File: src/rtl/mem_port_arbiter_if.sv
// Requester (CPU, video) and memory-port signals shared by mem_port_arbiter.
// The slave modport is the arbiter's view; master is the surrounding system's view.
interface mem_port_arbiter_if #(
  parameter int unsigned AW = 16,
  parameter int unsigned DW = 16
);
  logic          cpu_req;
  logic          cpu_we;
  logic [AW-1:0] cpu_addr;
  logic [DW-1:0] cpu_wdata;
  logic          cpu_gnt;
  logic          cpu_rvalid;
  logic [DW-1:0] cpu_rdata;

  logic          vid_req;
  logic [AW-1:0] vid_addr;
  logic          vid_gnt;
  logic          vid_rvalid;
  logic [DW-1:0] vid_rdata;

  logic          mem_en;
  logic          mem_we;
  logic [AW-1:0] mem_addr;
  logic [DW-1:0] mem_wdata;
  logic [DW-1:0] mem_rdata;

  modport master (
    output cpu_req, cpu_we, cpu_addr, cpu_wdata, vid_req, vid_addr, mem_rdata,
    input  cpu_gnt, cpu_rvalid, cpu_rdata, vid_gnt, vid_rvalid, vid_rdata,
           mem_en, mem_we, mem_addr, mem_wdata
  );

  modport slave (
    input  cpu_req, cpu_we, cpu_addr, cpu_wdata, vid_req, vid_addr, mem_rdata,
    output cpu_gnt, cpu_rvalid, cpu_rdata, vid_gnt, vid_rvalid, vid_rdata,
           mem_en, mem_we, mem_addr, mem_wdata
  );
endinterface

File: src/rtl/mem_port_arbiter.sv
// Shares one block-RAM port between the CPU (C) and video line fetch (V); video bursts,
// CPU wait bounded. Define ARB_ROUND_ROBIN_EN for plain alternating arbitration instead.
module mem_port_arbiter #(
  parameter int unsigned AW        = 16,
  parameter int unsigned DW        = 16,
  parameter int unsigned READ_LAT  = 1,
  parameter int unsigned BURST_LEN = 8,
  parameter int unsigned MAX_WAIT  = 6
) (
  input logic               clock,
  input logic               reset,
  mem_port_arbiter_if.slave bus
);

  typedef struct packed {
    logic valid;
    logic vid;
  } tag_t;

  logic          cpu_gnt_c;
  logic          vid_gnt_c;
  logic          we_c;
  logic [AW-1:0] addr_c;
  logic [DW-1:0] wdata_c;
  logic          cpu_rv_c;
  logic          vid_rv_c;
  tag_t          tag_q [READ_LAT];

`ifdef ARB_ROUND_ROBIN_EN
  logic last_vid_q;

  // Conflicts go to whoever did not win last; lone requesters always win.
  always_comb begin
    vid_gnt_c = 1'b0;
    cpu_gnt_c = 1'b0;
    if (reset) begin
      vid_gnt_c = bus.vid_req & (~bus.cpu_req | ~last_vid_q);
      cpu_gnt_c = bus.cpu_req & ~vid_gnt_c;
    end
  end

  always_ff @(posedge clock or negedge reset) begin
    if (!reset)                      last_vid_q <= 1'b0;
    else if (vid_gnt_c | cpu_gnt_c)  last_vid_q <= vid_gnt_c;
  end
`else
  localparam int unsigned BEAT_W = $clog2(BURST_LEN + 1);
  localparam int unsigned WAIT_W = $clog2(MAX_WAIT + 1);

  typedef enum logic {ARB_IDLE, ARB_VID} state_t;

  state_t            state_q;
  logic [BEAT_W-1:0] beat_q;
  logic [WAIT_W-1:0] wait_q;
  logic              cpu_forced_c;

  // Video wins unless the CPU has waited its limit or the burst is exhausted.
  always_comb begin
    cpu_forced_c = bus.cpu_req & (wait_q == WAIT_W'(MAX_WAIT));
    vid_gnt_c    = 1'b0;
    cpu_gnt_c    = 1'b0;
    if (reset) begin
      case (state_q)
        ARB_IDLE: vid_gnt_c = bus.vid_req & ~cpu_forced_c;
        ARB_VID:  vid_gnt_c = bus.vid_req & ~cpu_forced_c & (beat_q < BEAT_W'(BURST_LEN));
        default:  vid_gnt_c = 1'b0;
      endcase
      cpu_gnt_c = bus.cpu_req & ~vid_gnt_c;
    end
  end

  always_ff @(posedge clock or negedge reset) begin
    if (!reset) begin
      state_q <= ARB_IDLE;
      beat_q  <= '0;
      wait_q  <= '0;
    end else begin
      if (vid_gnt_c) begin
        state_q <= ARB_VID;
        beat_q  <= beat_q + BEAT_W'(1);
      end else begin
        state_q <= ARB_IDLE;
        beat_q  <= '0;
      end
      if (bus.cpu_req & ~cpu_gnt_c) begin
        if (wait_q != WAIT_W'(MAX_WAIT)) wait_q <= wait_q + WAIT_W'(1);
      end else begin
        wait_q <= '0;
      end
    end
  end
`endif

  // Memory port follows the granted requester in the grant cycle.
  always_comb begin
    we_c    = 1'b0;
    addr_c  = '0;
    wdata_c = '0;
    if (cpu_gnt_c) begin
      we_c    = bus.cpu_we;
      addr_c  = bus.cpu_addr;
      wdata_c = bus.cpu_wdata;
    end else if (vid_gnt_c) begin
      addr_c  = bus.vid_addr;
    end
  end

  // Owner tags ride alongside the memory read latency so returns land on the issuer.
  always_ff @(posedge clock or negedge reset) begin
    if (!reset) begin
      for (int i = 0; i < int'(READ_LAT); i++) tag_q[i] <= '0;
    end else begin
      tag_q[0] <= tag_t'{valid: (cpu_gnt_c & ~bus.cpu_we) | vid_gnt_c, vid: vid_gnt_c};
      for (int i = 1; i < int'(READ_LAT); i++) tag_q[i] <= tag_q[i-1];
    end
  end

  assign cpu_rv_c = tag_q[READ_LAT-1].valid & ~tag_q[READ_LAT-1].vid;
  assign vid_rv_c = tag_q[READ_LAT-1].valid &  tag_q[READ_LAT-1].vid;

  assign bus.cpu_gnt    = cpu_gnt_c;
  assign bus.vid_gnt    = vid_gnt_c;
  assign bus.mem_en     = cpu_gnt_c | vid_gnt_c;
  assign bus.mem_we     = we_c;
  assign bus.mem_addr   = addr_c;
  assign bus.mem_wdata  = wdata_c;
  assign bus.cpu_rvalid = cpu_rv_c;
  assign bus.vid_rvalid = vid_rv_c;
  assign bus.cpu_rdata  = cpu_rv_c ? bus.mem_rdata : '0;
  assign bus.vid_rdata  = vid_rv_c ? bus.mem_rdata : '0;

endmodule

File: src/flat_wrapper.sv
// flat-port wrapper written by rule: the top's interface ports become plain ports
module mem_port_arbiter_flat 
#(
  parameter int unsigned AW        = 16,
  parameter int unsigned DW        = 16,
  parameter int unsigned READ_LAT  = 1,
  parameter int unsigned BURST_LEN = 8,
  parameter int unsigned MAX_WAIT  = 6
)
  (clock, reset, bus_cpu_req, bus_cpu_we, bus_cpu_addr, bus_cpu_wdata, bus_vid_req, bus_vid_addr, bus_mem_rdata, bus_cpu_gnt, bus_cpu_rvalid, bus_cpu_rdata, bus_vid_gnt, bus_vid_rvalid, bus_vid_rdata, bus_mem_en, bus_mem_we, bus_mem_addr, bus_mem_wdata);
  mem_port_arbiter_if #(.AW(AW), .DW(DW)) bus_i ();
  input logic clock;
  input logic reset;
  input wire logic [$bits(bus_i.cpu_req)-1:0] bus_cpu_req;
  input wire logic [$bits(bus_i.cpu_we)-1:0] bus_cpu_we;
  input wire logic [$bits(bus_i.cpu_addr)-1:0] bus_cpu_addr;
  input wire logic [$bits(bus_i.cpu_wdata)-1:0] bus_cpu_wdata;
  input wire logic [$bits(bus_i.vid_req)-1:0] bus_vid_req;
  input wire logic [$bits(bus_i.vid_addr)-1:0] bus_vid_addr;
  input wire logic [$bits(bus_i.mem_rdata)-1:0] bus_mem_rdata;
  output wire logic [$bits(bus_i.cpu_gnt)-1:0] bus_cpu_gnt;
  output wire logic [$bits(bus_i.cpu_rvalid)-1:0] bus_cpu_rvalid;
  output wire logic [$bits(bus_i.cpu_rdata)-1:0] bus_cpu_rdata;
  output wire logic [$bits(bus_i.vid_gnt)-1:0] bus_vid_gnt;
  output wire logic [$bits(bus_i.vid_rvalid)-1:0] bus_vid_rvalid;
  output wire logic [$bits(bus_i.vid_rdata)-1:0] bus_vid_rdata;
  output wire logic [$bits(bus_i.mem_en)-1:0] bus_mem_en;
  output wire logic [$bits(bus_i.mem_we)-1:0] bus_mem_we;
  output wire logic [$bits(bus_i.mem_addr)-1:0] bus_mem_addr;
  output wire logic [$bits(bus_i.mem_wdata)-1:0] bus_mem_wdata;
  assign bus_i.cpu_req = bus_cpu_req;
  assign bus_i.cpu_we = bus_cpu_we;
  assign bus_i.cpu_addr = bus_cpu_addr;
  assign bus_i.cpu_wdata = bus_cpu_wdata;
  assign bus_i.vid_req = bus_vid_req;
  assign bus_i.vid_addr = bus_vid_addr;
  assign bus_i.mem_rdata = bus_mem_rdata;
  assign bus_cpu_gnt = bus_i.cpu_gnt;
  assign bus_cpu_rvalid = bus_i.cpu_rvalid;
  assign bus_cpu_rdata = bus_i.cpu_rdata;
  assign bus_vid_gnt = bus_i.vid_gnt;
  assign bus_vid_rvalid = bus_i.vid_rvalid;
  assign bus_vid_rdata = bus_i.vid_rdata;
  assign bus_mem_en = bus_i.mem_en;
  assign bus_mem_we = bus_i.mem_we;
  assign bus_mem_addr = bus_i.mem_addr;
  assign bus_mem_wdata = bus_i.mem_wdata;
  mem_port_arbiter #(.AW(AW), .DW(DW), .READ_LAT(READ_LAT), .BURST_LEN(BURST_LEN), .MAX_WAIT(MAX_WAIT)) u_core (.clock(clock), .reset(reset), .bus(bus_i));
endmodule
File: config.mk
export PLATFORM = sky130hd
export DESIGN_NAME = mem_port_arbiter_flat
export DESIGN_NICKNAME = d
export VERILOG_FILES = /design/src/rtl/mem_port_arbiter_if.sv /design/src/rtl/mem_port_arbiter.sv /design/src/flat_wrapper.sv
export SDC_FILE = /design/constraint.sdc
export NUM_CORES = 1
export LEC_CHECK = 0
export BUFFER_PORTS_ARGS = -buffer_cell sky130_fd_sc_hd__clkbuf_2
export CAP_MARGIN = 0
export CELL_PAD_IN_SITES_DETAIL_PLACEMENT = 1
export CELL_PAD_IN_SITES_GLOBAL_PLACEMENT = 2
export CORE_UTILIZATION = 14
export DETAILED_ROUTE_END_ITERATION = 7
export PLACE_DENSITY_LB_ADDON = 0.1
export SLEW_MARGIN = 15
export SYNTH_ARGS = -nofsm -noshare
export SYNTH_HDL_FRONTEND = slang
export SYNTH_SLANG_ARGS = --single-unit
export TNS_END_PERCENT = 50
File: constraint.sdc
create_clock -name clock -period 2.27 [get_ports clock]
set_input_delay 0.454 -clock clock [delete_from_list [all_inputs] [get_ports clock]]
set_output_delay 0.454 -clock clock [all_outputs]
set_load 0.03 [all_outputs]
## Word-level counts from Yosys, hierarchy flattened

Index checks and enable logic that the tools add are counted.

| operators by class | value |
|---|---|
| add/subtract/negate cells | 2 |
| magnitude comparators | 1 |
| eq/ne operators | 3 |
| muxes and demuxes | 14 |
| bitwise gates (word level) | 16 |

Operators by type and width:

| kind | number |
|---|---|
| 16-bit two-way mux | 5 |
| 1-bit AND | 8 |
| 3-bit two-way mux | 2 |
| 1-bit inverter | 6 |
| 1-bit two-way mux | 5 |
| 4-bit by 1-bit adder with 4-bit output (second input constant) | 1 |
| 4-bit < comparator (second input constant) | 1 |
| 4-bit two-way mux | 1 |
| 3-bit by 1-bit adder with 3-bit output (second input constant) | 1 |
| 3-bit == test (second input constant) | 1 |
| 3-bit inequality test (second input constant) | 1 |
| 2-bit inequality test (second input constant) | 1 |
| 1-bit bitwise OR | 2 |
| 1-bit one-hot mux with 2 select lines | 1 |

| word-level totals | value |
|---|---|
| flip-flop bits (word level) | 10 |
| input bits | 69 |
| output and inout port bits | 70 |
| logic and storage cells | 41 |

## Logic depth before layout (Yosys ltp)

| logic depth | value |
|---|---|
| depth after elaboration | 13 |
| gate-level depth with buffers | 7 |
| gate-level depth less buffers | 5 |

## Worst setup path before layout

No wires, ideal clock.

| timing path | value |
|---|---|
| path kind | register to output |
| start | reg u_core.wait_q[0] |
| end | out bus_mem_addr[10] |
| data arrival time | 1714 ps |
| data required time | 1816 ps |
| slack | 102 ps |
| cell stages (with the launch flop) | 8 |
| buffers on the path | 2 |
| cells stage by stage | dfrtp_1 > inv_1 > ha_1 > nand3_2 > and2_4 > buf_6 > buf_8 > mux2i_1 |

| between the ends | value |
|---|---|
| longest elaborated chain between the ends | 11 |
| elaborated cells on any way between the ends | 13 |
| those cells by class | eq/ne (1); mux (6); bitwise (6) |

Ends and longest elaborated chain:

| what | RTL line | RTL |
|---|---|---|
| start: declaration | mem_port_arbiter.sv:54 | `logic [WAIT_W-1:0] wait_q;` |
| start signal: assignment | mem_port_arbiter.sv:86 | `if (wait_q != WAIT_W'(MAX_WAIT)) wait_q <= wait_q + WAIT_W'(1);` |
| 3-bit == test * | mem_port_arbiter.sv:59 | `cpu_forced_c = bus.cpu_req & (wait_q == WAIT_W'(MAX_WAIT));` |
| 1-bit AND * | mem_port_arbiter.sv:59 |  |
| 1-bit inverter * | mem_port_arbiter.sv:64, mem_port_arbiter.sv:65 |  |
| 1-bit AND * | mem_port_arbiter.sv:64, mem_port_arbiter.sv:65 |  |
| 1-bit AND | mem_port_arbiter.sv:65 | `ARB_VID: vid_gnt_c = bus.vid_req & ~cpu_forced_c & (beat_q < BEAT_W'(BURST_LEN));` |
| 1-bit one-hot mux with 2 select lines * | mem_port_arbiter.sv:63 | `case (state_q)` |
| 1-bit two-way mux * | mem_port_arbiter.sv:62 | `if (reset) begin` |
| 1-bit inverter | mem_port_arbiter.sv:68 | `cpu_gnt_c = bus.cpu_req & ~vid_gnt_c;` |
| 1-bit AND | mem_port_arbiter.sv:68 |  |
| 1-bit two-way mux | mem_port_arbiter.sv:62 |  |
| 16-bit two-way mux * | mem_port_arbiter.sv:99 | `if (cpu_gnt_c) begin` |
| end: declaration | flat_wrapper.sv:29 | `output wire logic [$bits(bus_i.mem_addr)-1:0] bus_mem_addr;` |

Mark *: on every way between the ends. The rest lies on a longest branch, timed or not. The select of a mux whose other input is x is not followed.

## Final worst setup path

| timing path | value |
|---|---|
| start | reg u_core.wait_q[1] |
| end | out bus_mem_addr[1] |

Same word-level chain as after synthesis.

==> parameters.txt <==
Parameter                              Value

Outcome
  Outcome    completed

Layout
  Count of antenna diodes in the layout    0
  Fin nets    366
  Layout cells sized above 1    0.536
  Layout area overhead    79.9%

Worst setup path
  Path length in cells of the critical path    5
  CP Capture Type    output port
  CP Max Fanout    9
  Critical path required time    1.82 ns
  Kind of cell with the highest combined delay on the critical path    flip-flops
  Critical path arrival    1.68 ns
  Biggest cell delay along the critical path    0.42 ns
  Crit path cell chain    ha_4 -> nand3_2 -> and2_4 -> mux2i_1 -> clkbuf_2
  Number of buffers and inverters on the critical path    1
  Depth of the worst register-to-register path    5
  Worst setup path category    flip-flop to output port
  Nature of the critical path startpoint    flip-flop
  Crit path max-delay cell type    sky130_fd_sc_hd__dfrtp_1

GRT
  Number of antenna violations at the first check in global routing    0
  Maximum number of pins on one net before global-route repair    35
  Overflow left after global routing    0
  Overall routing resource usage    0.120
  Via count of the first global-routing pass    1628
  Met1 Usage GRT    0.149
  Met2 GRT Util    0.209
  GR met3 Demand/Resource    0.0365
  Wire length of the first global-routing pass    8200 microns
  Most crowded layer after global routing    met2

Timing
  Worst slew slack as a fraction of its limit    0.839
  Worst Skew    0.000953 ns
  Unrepaired setup endpoints after global routing    false
  Count of endpoints failing hold in the final timing report    0
  Tmin final    2.13 ns
  Setup TNS    0 ns
  Crit path setup slack, layout    0.135 ns
  Number of pins exceeding their max-slew limit in the final report    0
  Final critical-path share of the clock period    0.940
  Max frequency    468 MHz
  Slew at the pin with the worst max-slew slack    0.242 ns
  Endpoints failing setup    0

Clocking
  Number of clock buffers inserted by TritonCTS    3
  Cell at the root of the clock tree    sky130_fd_sc_hd__clkbuf_8
  Clock sink count    9
  Register clock-pin slew on the reported worst setup and hold paths    0.04 ns
  Post-cts hold buffer count    0
  Setup Buffers After CTS    0
  Clock tree from TritonCTS    yes
  H-tree levels    1
  Clock buffer depth    2
  Clock latency at the later pin of the worst-skew pair    0.23 ns

Floorplan
  Die area    8460 sq um
  Core area    7770 sq um
  FP Rows    32
  Count of pins on the block boundary    139
  Chip Height    92.0 microns
  DIE WIDTH    92.0 microns
  Initial cell density of the core    0.146

Detailed routing
  Routed wirelength normalized by instance count    12.7 microns
  Count of antenna-violating nets left after detailed routing    0
  Drt initial violations    21
  Remaining DRCs    0
  Final routed wirelength across all metal layers    5010 microns
  Count of TritonRoute iterations in the first routing pass    3
  Via count    1573
  Average via count per standard cell    3.98

Placed design
  Routability Congestion    0.673
  Post-Place Worst Slack    0.217 ns
  Detailed placer's ending HPWL    3970 microns
  Buffers on Ports    138

Yosys
  Area fraction of the dominant cell type after synthesis    0.199
  Most used standard cell by instance count after synthesis    sky130_fd_sc_hd__nand2_1
  Cell area after synthesis    1130 sq um
  Cells after Synth    155
  Post-synthesis cell type with the largest combined area    sky130_fd_sc_hd__dfrtp_1
  Portion of the post-synthesis area used by sequential elements    0.199
  Fraction of registers with async set/reset    1.00
  Cell types occupying the most area after synthesis    sky130_fd_sc_hd__dfrtp_1 20%, sky130_fd_sc_hd__and3_1 18%, sky130_fd_sc_hd__mux2i_1 14%, sky130_fd_sc_hd__nand2_1 12%, sky130_fd_sc_hd__and2_1 10%
  Most used flip-flop cell after synthesis    sky130_fd_sc_hd__dfrtp_1
  Ranking of synthesized cells by instance count    35 x sky130_fd_sc_hd__nand2_1, 33 x sky130_fd_sc_hd__and3_1, 19 x sky130_fd_sc_hd__and2_1, 16 x sky130_fd_sc_hd__mux2i_1, 9 x sky130_fd_sc_hd__dfrtp_1
  Number of enable-type register cells in the synthesized netlist    0
  Flip-flop and latch count after synthesis    9
  Average instance area after synthesis    7.31 sq um
  Library cells used by synthesis    30
  Post-Syn Nets    227
  Synth warnings    0

Run
  Count of max-cap constraint violations    0

Power and ir drop
  Static Leakage    1.30 nW
  Sequential fraction of design power    0.248
  Sw frac    0.396
  Combinational fraction of design power    0.491
  Power spent charging and discharging nets    0.278 mW
  VDD IR-drop max    141 uV
  Areal power density over the cells    344 nW/um^2
  Design internal power    0.424 mW
  Clock share of power    0.261

Worst hold path
  Hold crit path type    input port to async pin
worst paths after layout:
kind                                    endpoint  slack (ns)              from
worst max-delay path             bus_mem_addr[1]        0.14  u_core.wait_q[1]
worst min-delay path             u_core.tag_q[1]        0.20             reset
worst max register to register  u_core.beat_q[1]        0.95  u_core.wait_q[0]
worst min register to register  u_core.beat_q[0]        0.46  u_core.beat_q[0]
max in group asynchronous       u_core.wait_q[0]        1.90             reset
min in group clock              u_core.beat_q[0]        0.46  u_core.beat_q[0]
final cells by class:
type / instances / area, sq um
Fill cell: 1024 / 5730
Multi-Input combinational cell: 132 / 848
Sequential cell: 9 / 225
Clock buffer: 4 / 45.0
Inverter: 2 / 7.51
Tap cell: 102 / 128
Timing Repair Buffer: 146 / 786
power groups by stage:
stage	Combinational [mW]	Sequential [mW]	Clock (mW)
final	0.345	0.174	0.184
after global routing	0.378	0.175	0.201
after CTS	0.347	0.173	0.192
after detailed placement	0.343	0.176	0
after global placement	0.344	0.175	0
after floorplan	0.202	0.176	0
worst register-to-register path: stages (launching register included):
cell	delay, ns
sky130_fd_sc_hd__dfrtp_1	0.39
sky130_fd_sc_hd__inv_2	0.09
sky130_fd_sc_hd__ha_4	0.16
sky130_fd_sc_hd__nand3_2	0.12
sky130_fd_sc_hd__and2_4	0.25
sky130_fd_sc_hd__and3_1	0.19
metrics by stage:
stage	hold WS (ns)	instance area (sq um)	utilization	cells	total power, mW
after floorplan	0.158	1130	-	155	0.379
after global placement	0.447	1950	0.251	390	0.519
after detailed placement	0.451	1950	0.251	390	0.519
after CTS	0.205	2010	0.258	395	0.713
after global routing	0.212	2040	0.263	395	0.754
final	0.197	2040	0.263	395	0.702
placed cells by master (no fill, tap or decap), drive strengths merged, types with 2 or more instances in the layout:
cell type and instances:
clkbuf 133, nand2 35, and3 34, and2 21
buf 17, mux2i 16, dfrtp 9, nand3 4
nor2b 3, nor2 3, ha 3, o21ai 2
inv 2, a21boi 2
cell families (layout without fill, tap and decap cells):
| group | Yosys count | in the layout | share of synthesized area |
|---|---|---|---|
| AO/OA/AOI/OAI | 7 | 7 | 0.0464 |
| XOR/XNOR | 2 | 2 | 0.0155 |
| adder cells (fa/ha/maj) | 3 | 3 | 0.0331 |
| buffers and inverters | 15 | 152 | 0.0717 |
| flip-flops | 9 | 9 | 0.199 |
| multiplexers | 17 | 17 | 0.151 |
| AND/OR/NAND/NOR | 102 | 103 | 0.483 |
metal layers:
metal | routed length (microns) | part of all wire
met3 | 438 | 0.087
met4 | 15 | 0.0030
met5 | 0 | 0
met2 | 2460 | 0.49
met1 | 2100 | 0.42
state kept, by name (all words and copies together), names as in the netlist:
name	count
u_core.tag_q	1
u_core.wait_q	3
u_core.beat_q	4
u_core.state_q	1
what timing repair did:
action                                  4_1_cts  5_1_grt
endpoints found under the setup margin       16       32
cloned                                        1        0
resized for setup                             2       25
Power figures use the tool's default switching activity.
